`config.mk`:
```
export PLATFORM = sky130hd
export DESIGN_NAME = pc_sequencer
export DESIGN_NICKNAME = d
export VERILOG_FILES = /design/src/rtl/pc_sequencer_pkg.sv /design/src/rtl/pc_return_stack.sv /design/src/rtl/pc_sequencer.sv
export SDC_FILE = /design/constraint.sdc
export NUM_CORES = 1
export LEC_CHECK = 0
export ABC_AREA = 1
export CORE_MARGIN = 1.5
export CORE_UTILIZATION = 50
export DETAILED_ROUTE_END_ITERATION = 16
export PLACE_DENSITY_LB_ADDON = 0.1
export SYNTH_ARGS = -nofsm -noshare
export SYNTH_HDL_FRONTEND = slang
export SYNTH_SLANG_ARGS = --single-unit
```
`constraint.sdc`:
```
create_clock -name Clock -period 2.5 [get_ports Clock]
set_clock_uncertainty 0.2 [all_clocks]
set_input_delay 0.375 -clock Clock [delete_from_list [all_inputs] [get_ports Clock]]
set_output_delay 0.375 -clock Clock [all_outputs]
set_load 0.02 [all_outputs]
```
`src/rtl/pc_sequencer_pkg.sv`:
```
// Shared definitions for the PC sequencer: operation encoding and the
// bit layout of the registered status flags.
package pc_sequencer_pkg;

    typedef enum logic [2:0] {
        OP_HOLD   = 3'b000,
        OP_INC    = 3'b001,
        OP_JUMP   = 3'b010,
        OP_BRANCH = 3'b011,
        OP_CALL   = 3'b100,
        OP_RET    = 3'b101,
        OP_RSV6   = 3'b110,
        OP_RSV7   = 3'b111
    } op_e;

    localparam int STAT_FULL  = 0;
    localparam int STAT_EMPTY = 1;
    localparam int STAT_FAULT = 2;
    localparam int STAT_W     = 3;

endpackage

```
`src/rtl/pc_return_stack.sv`:
```
// Return-address LIFO. count_q is the only state the flags depend on, so
// full/empty follow count in the cycle it changes.
module pc_return_stack
    import pc_sequencer_pkg::*;
#(
    parameter int N           = 6,
    parameter int STACK_DEPTH = 4,
    localparam int CW         = $clog2(STACK_DEPTH + 1),
    localparam int AW         = (STACK_DEPTH > 1) ? $clog2(STACK_DEPTH) : 1
) (
    input  logic          Clock,
    input  logic          Reset,
    input  logic          push,
    input  logic          pop,
    input  logic [N-1:0]  push_data,
    output logic [N-1:0]  top_data,
    output logic [CW-1:0] count,
    output logic          full,
    output logic          empty
);

    logic [N-1:0]  mem_q [STACK_DEPTH];
    logic [N-1:0]  mem_d [STACK_DEPTH];
    logic [CW-1:0] count_q, count_d;
    logic [CW-1:0] top_idx;

    assign full     = (count_q == CW'(STACK_DEPTH));
    assign empty    = (count_q == '0);
    assign count    = count_q;
    assign top_idx  = count_q - CW'(1);
    assign top_data = mem_q[top_idx[AW-1:0]];

    // Requests against a full/empty stack are ignored here as well, so the
    // stack stays consistent even if a caller forgets to guard them.
    always_comb begin
        mem_d   = mem_q;
        count_d = count_q;
        if (push && !full) begin
            mem_d[count_q[AW-1:0]] = push_data;
            count_d                = count_q + CW'(1);
        end else if (pop && !empty) begin
            count_d = count_q - CW'(1);
        end
    end

    always_ff @(posedge Clock or posedge Reset) begin
        if (Reset) begin
            count_q <= '0;
            for (int i = 0; i < STACK_DEPTH; i++) mem_q[i] <= '0;
        end else begin
            count_q <= count_d;
            mem_q   <= mem_d;
        end
    end

endmodule

```
`src/rtl/pc_sequencer.sv`:
```
// Program-counter sequencer: PC register, next-PC mux and sticky fault,
// with a return-address stack for CALL/RET.
module pc_sequencer
    import pc_sequencer_pkg::*;
#(
    parameter int N            = 6,
    parameter int STACK_DEPTH  = 4,
    parameter int RESET_VECTOR = 0
) (
    input  logic         Clock,
    input  logic         Reset,
    input  logic         Enable,
    input  logic [2:0]   Op,
    input  logic [N-1:0] Target,
    input  logic [N-1:0] Offset,
    output logic [N-1:0] PC_Output,
    output logic         Stack_Full,
    output logic         Stack_Empty,
    output logic         Fault
);

    localparam int CW = $clog2(STACK_DEPTH + 1);

    logic [N-1:0]      pc_q, pc_d;
    logic              fault_q, fault_d;
    logic              push, pop;
    logic [N-1:0]      pc_inc, top_data;
    logic [CW-1:0]     count;
    logic              full, empty, can_push, can_pop;
    logic [STAT_W-1:0] status;
    op_e               op;

    assign op       = op_e'(Op);
    assign pc_inc   = pc_q + N'(1);
    assign can_push = (count != CW'(STACK_DEPTH));
    assign can_pop  = (count != '0);

    // Offset is already N bits wide, so sign extension to N is the identity
    // and plain modular addition gives the two's-complement displacement.
    always_comb begin
        pc_d    = pc_q;
        fault_d = fault_q;
        push    = 1'b0;
        pop     = 1'b0;
        if (Enable) begin
            case (op)
                OP_HOLD:   pc_d = pc_q;
                OP_INC:    pc_d = pc_inc;
                OP_JUMP:   pc_d = Target;
                OP_BRANCH: pc_d = pc_inc + Offset;
                OP_CALL: begin
                    if (can_push) begin
                        push = 1'b1;
                        pc_d = Target;
                    end else begin
                        fault_d = 1'b1;
                    end
                end
                OP_RET: begin
                    if (can_pop) begin
                        pop  = 1'b1;
                        pc_d = top_data;
                    end else begin
                        fault_d = 1'b1;
                    end
                end
                default:   fault_d = 1'b1;
            endcase
        end
    end

    always_ff @(posedge Clock or posedge Reset) begin
        if (Reset) begin
            pc_q    <= N'(RESET_VECTOR);
            fault_q <= 1'b0;
        end else begin
            pc_q    <= pc_d;
            fault_q <= fault_d;
        end
    end

    pc_return_stack #(
        .N          (N),
        .STACK_DEPTH(STACK_DEPTH)
    ) u_stack (
        .Clock    (Clock),
        .Reset    (Reset),
        .push     (push),
        .pop      (pop),
        .push_data(pc_inc),
        .top_data (top_data),
        .count    (count),
        .full     (full),
        .empty    (empty)
    );

    always_comb begin
        status             = '0;
        status[STAT_FULL]  = full;
        status[STAT_EMPTY] = empty;
        status[STAT_FAULT] = fault_q;
    end

    assign PC_Output   = pc_q;
    assign Stack_Full  = status[STAT_FULL];
    assign Stack_Empty = status[STAT_EMPTY];
    assign Fault       = status[STAT_FAULT];

endmodule

```
# Word level (Yosys, flattened, before mapping)
# Cells that the tools add are included.
# op_classes
mux,20
add_sub_neg,4
n_reduce_logical,13
eq_ne,11
bitwise_logic,3
n_lt_le_gt_ge,3
# op_table
op,n
$mux 6,5
$pmux 6 s5,1
$bwmux 24,1
$bmux 6 s2,1
$demux 6 s2,1
$eq 3x3->1 const B,3
$mux 1,8
$ne 2x2->1 const B,4
$reduce_and 4->1,2
$add 6x1->6 const B,1
$add 6x6->6,1
$eq 3x2->1 const B,2
$ge 3x3->1 const B,2
$logic_not 3->1,2
$mux 3,2
$not 2->3,2
$reduce_bool 5->1,1
$reduce_or 4->1,1
$add 3x1->3 const B,1
$eq 3x1->1 const B,1
$logic_and 1x1->1,3
$lt 3x1->1 const B,1
$ne 3x3->1 const B,1
$pmux 1 s3,1
5 further kinds,6
# word_totals
regBits,34

# Longest topological paths before layout
# logic_depth
ltp_word,7
ltp_mapped,18
depth_no_buf,18

# Cells and area by module
# Synthesis repeated with hierarchy kept, for this count alone.
# unflattened
hier_cells,304
hier_area_um2,2280.9
# by_module_without_submodules
module,area_per_inst_um2,seq_area_each_um2,n_inst,cells_each
pc_return_stack,1375.1,675.6,1,159
pc_sequencer,905.9,175.2,1,145

# Worst setup path after synthesis
# OpenSTA, ideal clock, no wires.
# synth_timing
kind,reg2reg
from,reg pc_q[0] (netlist: PC_Output[0])
to,reg pc_q[5] (netlist: PC_Output[5])
required_time_ns,2.184
path_stages_with_launch,18
n_path_buf,0
setup_time_ns,0.116
period_less_slack_ns,2.468
t_arrival_ns,2.152
path_slack_ns,0.032
cell_sequence,dfrtp_1 ha_1 nand2_1 inv_1 nand2_1 xor2_1 inv_1 ha_1 nand2_1 inv_1 nand2_1 nand2_1 nor2_1 nand3_1 nand3_1 nand2_1 nand2_1 nand2_1
# synth_between
elab_chain_cells,3
# synth_rtl
element,line_no,source
start: declaration,pc_sequencer.sv:24,"logic [N-1:0] pc_q, pc_d;"
start signal: assignment,pc_sequencer.sv:74,pc_q <= N'(RESET_VECTOR);
start signal: assignment,pc_sequencer.sv:77,pc_q <= pc_d;
$add 6x1->6,pc_sequencer.sv:34,assign pc_inc = pc_q + N'(1);
net pc_inc[4],pc_sequencer.sv:27,"logic [N-1:0] pc_inc, top_data;"
$add 6x6->6,pc_sequencer.sv:50,OP_BRANCH: pc_d = pc_inc + Offset;
$pmux 6 s5,pc_sequencer.sv:46,case (op)
# The timed path passes the listed nets, and every way through them passes these cells.
# A chain may end at the register's enable or synchronous reset.

# Worst setup path in the final report
# Same ends and word-level chain as after synthesis.

==> qor.yml <==
status: "finished clean"
final_util: 0.630
synth-adder-area-share: 0.0911
dr.pass1.iters: 4
syn_nets: 317
grt_max_degree: 35
start_kind: "register"
muxShareOfSynthArea: 0.0263
die_w_um: 70.5
synth_edf_count: 0
place_hpwl_um: 4000
num_antenna_cells: 0
rows: 24
leakagePower_uw: 0.00144
criticalPathCategory: "reg2reg"
synth_seq_area_share: 0.373
fin_cells: 375
slew_viol_final: 0
h-tree-depth: 2
synth_xor_area_frac: 0.0154
period_needed_ns: 2.32
drive_gt1_frac: 0.118
drc_errors: 0
synthFlopType: "dfrtp_1"
switching_share: 0.435
vias: 2004
synth_top_area_frac: 0.373
final_area_sq_um: 2760
grt_pass1_vias: 1907
p_int_uw: 1690
dp.cells: 367
worst_skew_pair.late_latency_ns: 0.29
detail_route.wl_per_cell_um: 14.2
start_util: 0.520
path_clk_slew_ns: 0.07
finalSetupViolations: 0
nNetsFinal: 356
peakVddDrop_uv: 494
core_area_sq_um: 4380
cts.sinks: 34
syn2layout_area_growth_pct: 21.1
required_ns: 2.48
netlist_area_sq_um: 2280
synthTopCellsByArea: "dfrtp_1 (37%), nand2_1 (13%), ha_1 (8.2%)"
ys_types: 36
synth_simple_gate_area_frac: 0.252
clock_power_share: 0.143
rsz0062_at_grt: "yes"
grt_pass1_wl_um: 9260
dpl_cell_area_sq_um: 2660
drt-total-wl_um: 5330
yosysMostFrequentCell: "nand2_1"
grt_overflow: 0
ys_seq_elements: 34
holdBufCountCts: 0
ys_warn_count: 0
cts_buffers: 5
clockRootBuffer: "clkbuf_8"
power_density_nw_per_um2: 1080
setup_tns_ns: 0
maxCapViolCount: 0
pre_cts_ws_ns: 0.0585
hold_violations: 0
yosys.area.top_type: "dfrtp_1"
die-area_sq_um: 4970
die_h_um: 70.5
async_reset_ff_frac: 1.00
ant_nets: 0
gp_congestion: 0.884
synth_compound_area_frac: 0.159
synth_top_family_by_area: "simple AND/OR/NAND/NOR gates"
power.switching_uw: 1290
syn_area_per_cell_sq_um: 8.06
ioPinCount: 27
timing.fmax_mhz: 430
pwr-share-comb: 0.544
synthCells: 283
cts_buffer_depth: 2
grt_util_all_layers: 0.234
hold_path_class: "reg2reg"
setup_slack_ns: 0.175
vias_per_cell: 5.34
synth_common_cells: "nand2_1 (77), inv_1 (37), dfrtp_1 (34), o21ai_0 (27), nand3_1 (18)"
nFillCells: 394
worst_setup_path_end_kind: "register"
drt_iter0_drc: 121
slew_headroom: 0.702
worstPathArrival_ns: 2.31
cts_tree: "yes"
antenna_found_initial: 0
seqPwrFrac: 0.314
post-route-period-util: 0.930
port_buffers: 26
cp_max_fo: 3
tightestPinTransition_ns: 0.447
## worst paths after layout
path,cells past startpoint,from,slack [ns],endpoint
max reg2reg,17,PC_Output[0]$_DFFE_PP0P_,0.18,PC_Output[5]$_DFFE_PP0P_
min in group asynchronous,3,Reset,0.28,u_stack.mem_q[10]$_DFFE_PP0P_
min,1,Fault$_DFFE_PP0P_,0.27,Fault$_DFFE_PP0P_
min reg2reg,1,Fault$_DFFE_PP0P_,0.27,Fault$_DFFE_PP0P_
max in group asynchronous,3,Reset,1.50,PC_Output[0]$_DFFE_PP0P_
max,17,PC_Output[0]$_DFFE_PP0P_,0.18,PC_Output[5]$_DFFE_PP0P_
## layout by cell type (no fill, tap or decap), drive strengths merged, types with 2 or more instances in the layout
| master | n |
|---|---|
| o21a | 9 |
| inv | 39 |
| clkdlybuf4s50 | 24 |
| dfrtp | 34 |
| mux2 | 4 |
| clkinv | 2 |
| buf | 11 |
| clkbuf | 7 |
| o21ai | 30 |
| o211ai | 4 |
| dlymetal6s2s | 2 |
| a21oi | 12 |
| o21bai | 2 |
| a31oi | 2 |
| xor2 | 3 |
| ha | 15 |
| nand3 | 19 |
| nor2 | 18 |
| nand2 | 79 |
## power by group through the flow
| stage | sequential (uW) | combinational [uW] | clock (uW) |
|---|---|---|---|
| 2_1_floorplan | 968 | 1060 | 0 |
| 3_3_place_gp | 932 | 1590 | 0 |
| 3_5_place_dp | 941 | 1610 | 0 |
| 4_1_cts | 932 | 1620 | 428 |
| 5_1_grt | 967 | 1820 | 451 |
| 6_report | 935 | 1620 | 425 |
## logic make-up (layout without fill, tap and decap cells)
kind of cell	Yosys count	after routing
xor gates and xnor gates	4	4
AOI/OAI and AO/OA	62	62
muxes	4	4
adders and majority gates	16	16
and+or+nand+nor	118	118
DFF	34	34
buffers and inverters	45	85
## registers in the layout, summed over array words and instances (netlist names)
name,count
u_stack.count,3
PC_Output,6
u_stack.mem_q,24
Fault,1
## area by class of cell
| type | count | area, sq um | area share |
|---|---|---|---|
| repair buffers | 37 | 348 | 0.126 |
| flip-flops and latches | 34 | 851 | 0.308 |
| well taps | 52 | 65.1 | 0.0236 |
| inverters | 40 | 155 | 0.0562 |
| clock buffers | 7 | 86.3 | 0.0313 |
| clock inverters | 1 | 5.00 | 0.00181 |
| multi-input cells | 204 | 1250 | 0.453 |
## per-stage QoR
step | power [uW] | hold slack, ns
finish | 2980 | 0.273
global route | 3240 | 0.285
CTS | 2980 | 0.276
detailed placement | 2550 | 0.260
global placement | 2520 | 0.254
floorplan | 2030 | 0.248
## critical path, stage by stage (launching register included)
cell and delay (ns):
dfrtp_1 0.39, ha_1 0.22, nand2_1 0.07, inv_1 0.05, nand2_1 0.09, xor2_2 0.16, inv_1 0.07, ha_1 0.30
nand2_1 0.10, inv_1 0.04, nand2_1 0.05, nand2_1 0.05, nor2_2 0.12, nand3_1 0.09, nand3_1 0.08, nand2_1 0.05
nand2_1 0.06, nand2_1 0.04
## metal layers
layer | GRT usage | vias to the layer above | share of wire
li1 | - | 998 | -
met1 | 0.335 | 958 | 0.50
met2 | 0.365 | 42 | 0.45
met3 | 0.0447 | 6 | 0.040
met4 | 0.0598 | 0 | 0.0090
met5 | 0 | - | 0
## what timing repair did
item,4_1_cts,5_1_grt
buffers inserted,0,0
endpoints found under the setup margin,0,3
resized for setup,0,4
No activity file was read; power rests on OpenSTA's default activity.
==> RTL change 1: new RTL, config.mk and constraints unchanged <==
`N` is set to 6 in 2 places; all go to 3.
--- a/src/rtl/pc_return_stack.sv
+++ b/src/rtl/pc_return_stack.sv
@@ -3,7 +3,7 @@
 module pc_return_stack
     import pc_sequencer_pkg::*;
 #(
-    parameter int N           = 6,
+    parameter int N           = 3,
     parameter int STACK_DEPTH = 4,
     localparam int CW         = $clog2(STACK_DEPTH + 1),
     localparam int AW         = (STACK_DEPTH > 1) ? $clog2(STACK_DEPTH) : 1
--- a/src/rtl/pc_sequencer.sv
+++ b/src/rtl/pc_sequencer.sv
@@ -3,7 +3,7 @@
 module pc_sequencer
     import pc_sequencer_pkg::*;
 #(
-    parameter int N            = 6,
+    parameter int N            = 3,
     parameter int STACK_DEPTH  = 4,
     parameter int RESET_VECTOR = 0
 ) (
Ports: changed (resized Offset, PC_Output and Target); port bits go from 27 to 18. No check against the original RTL was run, so the function may have changed too.
==> RTL change 1 against the original RTL <==
Design area shrank 44%; total power shrank 46%; wire length shrank 49%; area after synthesis shrank 43%; highest routed layer unchanged; global-route usage shrank 1.4 points; sequential cell count shrank 15; worst setup slack gained 95 ps; worst hold slack lost 2.4 ps.
==> RTL change 1: results (changes against the original RTL) <==
Outcome - finished clean (unchanged)
Starting DRT DRC Count - 19 (was 121)
Placed cell area - 1520 sq um (was 2655 sq um)
Commonest cells post-synth - nand2_1, dfrtp_1, inv_1 (was nand2_1, inv_1, dfrtp_1)
FF-to-FF setup slack - 380 ps (was 180 ps)
Reg2reg path depth - 10 (was 17)
Vias in the first global route - 994 (was 1907)
Tcrit/Tclk final - 0.8918 (was 0.9300)
Root buffer cell - clkbuf_4 (was clkbuf_8)
Synthesized area per cell - 7.500 sq um (was 8.055 sq um)
Met3 wire len - 126 microns (was 211 microns)
Pint - 0.8531 mW (was 1.685 mW)
TritonCTS Buffers - 3 (was 5)
Filler cells - 241 (was 394)
Vias per inst - 4.982 (was 5.344)
H-tree depth - 1 (was 2)
Nets@finish - 217 (was 356)
First-pass GRT wire length - 4.374 mm (was 9.259 mm)
GR Util met1 - 0.2704 (was 0.3352)
Peak supply drop - 0.0006252 V (was 0.0004941 V)
Worst setup endpoint - Stack_Empty (was PC_Output[5])
Compound-Gate Fraction of Synth Area - 0.1138 (was 0.1592)
GPL Wtd Cong - 0.8345 (was 0.8844)
Port Buffers - 17 (was 26)
Largest cells by area after synthesis - dfrtp_1, nand2_1, ha_1 (unchanged)
Largest net degree at the start of global routing - 20 (was 35)
Total track usage - 0.2198 (was 0.2337)
Wire length on met2 - 1.258 mm (was 2.404 mm)
Critical path origin - u_stack.count[0] (was PC_Output[0])
Dpl hpwl - 2.109 mm (was 3.996 mm)
Post_cts resized - 1 (was 0)
P_leak - 0.8321 nW (was 1.437 nW)
Min-Delay Path Class - in -> async (was reg -> reg)
Area share of xor/xnor cells in the synthesized design - 0.03954 (was 0.01537)
Final hold slack - 270.3 ps (was 272.8 ps)
Drt total wl - 2.727 mm (was 5.328 mm)
Crit Reg-Reg Startpoint - PC_Output[1] (was PC_Output[0])
Sequential-to-total area share from yosys stat - 0.3664 (was 0.3732)
[RTL change 1: cell types whose count changed after synthesis, moves of 12 or more]
cell / change
dfrtp_1: -15
o21ai_0: -25
inv_1: -18
nand3_1: -16
o21ai_1: +13
nand2_1: -12
[RTL change 1: cell families (layout without fill, tap and decap cells)]
kind of cell,Yosys count,after routing
flops,19,19
simple gates,89,89
compound gates,27,27
fa+ha+maj,8,8
buf+inv,25,48
xor+xnor,5,5
[RTL change 1: area by class of cell]
cell class,count,area [sq um],share of cell area
timing repair buffer,19,186.4,0.1203
clock buffer,4,26.28,0.01695
tap,30,37.54,0.02421
inverter,25,98.84,0.06376
sequential,19,475.5,0.3067
multi-input combinational,129,725.7,0.4681
[RTL change 1: power by group through the flow]
stage          sequential, mW  combinational, mW  clock, mW
2_1_floorplan           0.546              0.606          0
6_report                0.533              0.899      0.169
5_1_grt                 0.551               1.01      0.182
3_5_place_dp            0.540              0.893          0
3_3_place_gp            0.533              0.876          0
4_1_cts                 0.534              0.898      0.169
==> RTL change 2: new RTL, config.mk and constraints unchanged <==
Made on the original files. Put a register stage on the output `Fault`. The value now appears one clock later. The other outputs are not delayed to match.
--- a/src/rtl/pc_sequencer.sv
+++ b/src/rtl/pc_sequencer.sv
@@ -104,7 +104,9 @@
     assign PC_Output   = pc_q;
     assign Stack_Full  = status[STAT_FULL];
     assign Stack_Empty = status[STAT_EMPTY];
-    assign Fault       = status[STAT_FAULT];
+    always_ff @(posedge Clock) begin
+        Fault <= status[STAT_FAULT];
+    end
 
 endmodule
 
Function: changed (Yosys sat finds a counterexample within 4 cycles, from zero or initial values and one cycle with Reset high).
==> RTL change 2 against the original RTL <==
Area after synthesis rose by 0.16%; core utilization is 1.2 points higher; cell count decreased by 1.6%; sequential power increased by 0.9%; synthesized cell count down 2.5%; total power increased by 4.1%; critical path depth shrank 1; design area increased by 1.9%; sequential cell count rose by 1; worst setup slack improved by 3.2 ps; sequential share of layout area is 0.14 points higher; global-route usage rose by 0.11 points; fmax increased by 0.14%; wire length fell by 1.6%; largest power group unchanged.
==> RTL change 2: results (changes against the original RTL) <==
Worst Hold Endpoint - Fault (unchanged)
Vias - 1948 (was 2004)
Sw Share - 0.4207 (was 0.4345)
Placed Cells incl. Taps - 360 (was 367)
WHS Path Cells - 0 (was 1)
Sequential-to-total area share from yosys stat - 0.3814 (was 0.3732)
M3 GR Usage - 0.03989 (was 0.04473)
Filler cells - 388 (was 394)
Drt wl/cell - 14.20 microns (was 14.21 microns)
Ratio of cells with drive above 1 in the final layout - 0.1388 (was 0.1176)
Clock share of power - 0.172 (was 0.143)
Nets@finish - 350 (was 356)
Commonest cells post-synth - nand2_1, dfrtp_1, inv_1 (was nand2_1, inv_1, dfrtp_1)
GR Util met1 - 0.3475 (was 0.3352)
Net Count, Synth - 310 (was 317)
Met1 wire length - 2.626 mm (was 2.663 mm)
Mapped Cells - 276 (was 283)
Starting DRT DRC Count - 94 (was 121)
P_leak - 1.422 nW (was 1.437 nW)
Outcome - finished clean (unchanged)
GRT met2 Usage - 0.3595 (was 0.3648)
First-pass GRT wire length - 9.232 mm (was 9.259 mm)
Pwr dens - 1102 nW/um^2 (was 1079 nW/um^2)
GPL Wtd Cong - 0.8464 (was 0.8844)
Dpl hpwl - 3.912 mm (was 3.996 mm)
Met3 wire len - 188 microns (was 211 microns)
RTL change 2: cell types whose count changed after synthesis, moves of 4 or more:
| cell | unedited run | this run |
|---|---|---|
| o21ai_0 | 27 | 16 |
| mux2_4 | 4 | 0 |
| o21ai_1 | 3 | 12 |
| inv_1 | 37 | 30 |
| mux2_1 | 0 | 6 |
| nand2_1 | 77 | 69 |
| inv_2 | 1 | 7 |
RTL change 2: final cells by class:
type                    instances  share of cell area
multi-input cells             198              0.4464
flip-flops and latches         35              0.3095
repair buffers                 37              0.1236
inverters                      39             0.05558
clock buffers                   6             0.02935
well taps                      52             0.02312
clock inverters                 2             0.01245
RTL change 2: worst max-delay path by stage:
stage	startpoint	endpoint	slack, ps	cells after the start
2_1_floorplan	PC_Output[0]	PC_Output[5]	70	16
3_3_place_gp	PC_Output[1]	PC_Output[5]	120	16
3_5_place_dp	PC_Output[1]	PC_Output[5]	120	15
4_1_cts	u_stack.count[1]	Stack_Full	20	4
5_1_grt	PC_Output[0]	PC_Output[5]	-40	16
6_report	PC_Output[1]	PC_Output[5]	180	16
RTL change 2: kinds of logic after synthesis:
| kind of cell | share of synthesized area |
|---|---|
| xor+xnor | 0.02302 |
| buf+inv | 0.07945 |
| simple gates | 0.2362 |
| mux | 0.02959 |
| fa+ha+maj | 0.09096 |
| flops | 0.3814 |
| compound gates | 0.1595 |
RTL change 2: what timing repair did:
action                     in CTS  in global routing
setup endpoints to repair       0                  3
setup buffers                   0                  1
gates resized for setup         0                  5
RTL change 2: per-stage QoR:
stage	setup slack, ps	instance area [sq um]	hold slack [ps]
finish	178.2	2814	194.6
global route	-36.21	2814	216.3
CTS	22.88	2776	200.7
detailed placement	121.8	2659	184.1
global placement	118.2	2659	181.9
floorplan	71.69	2283	148.1
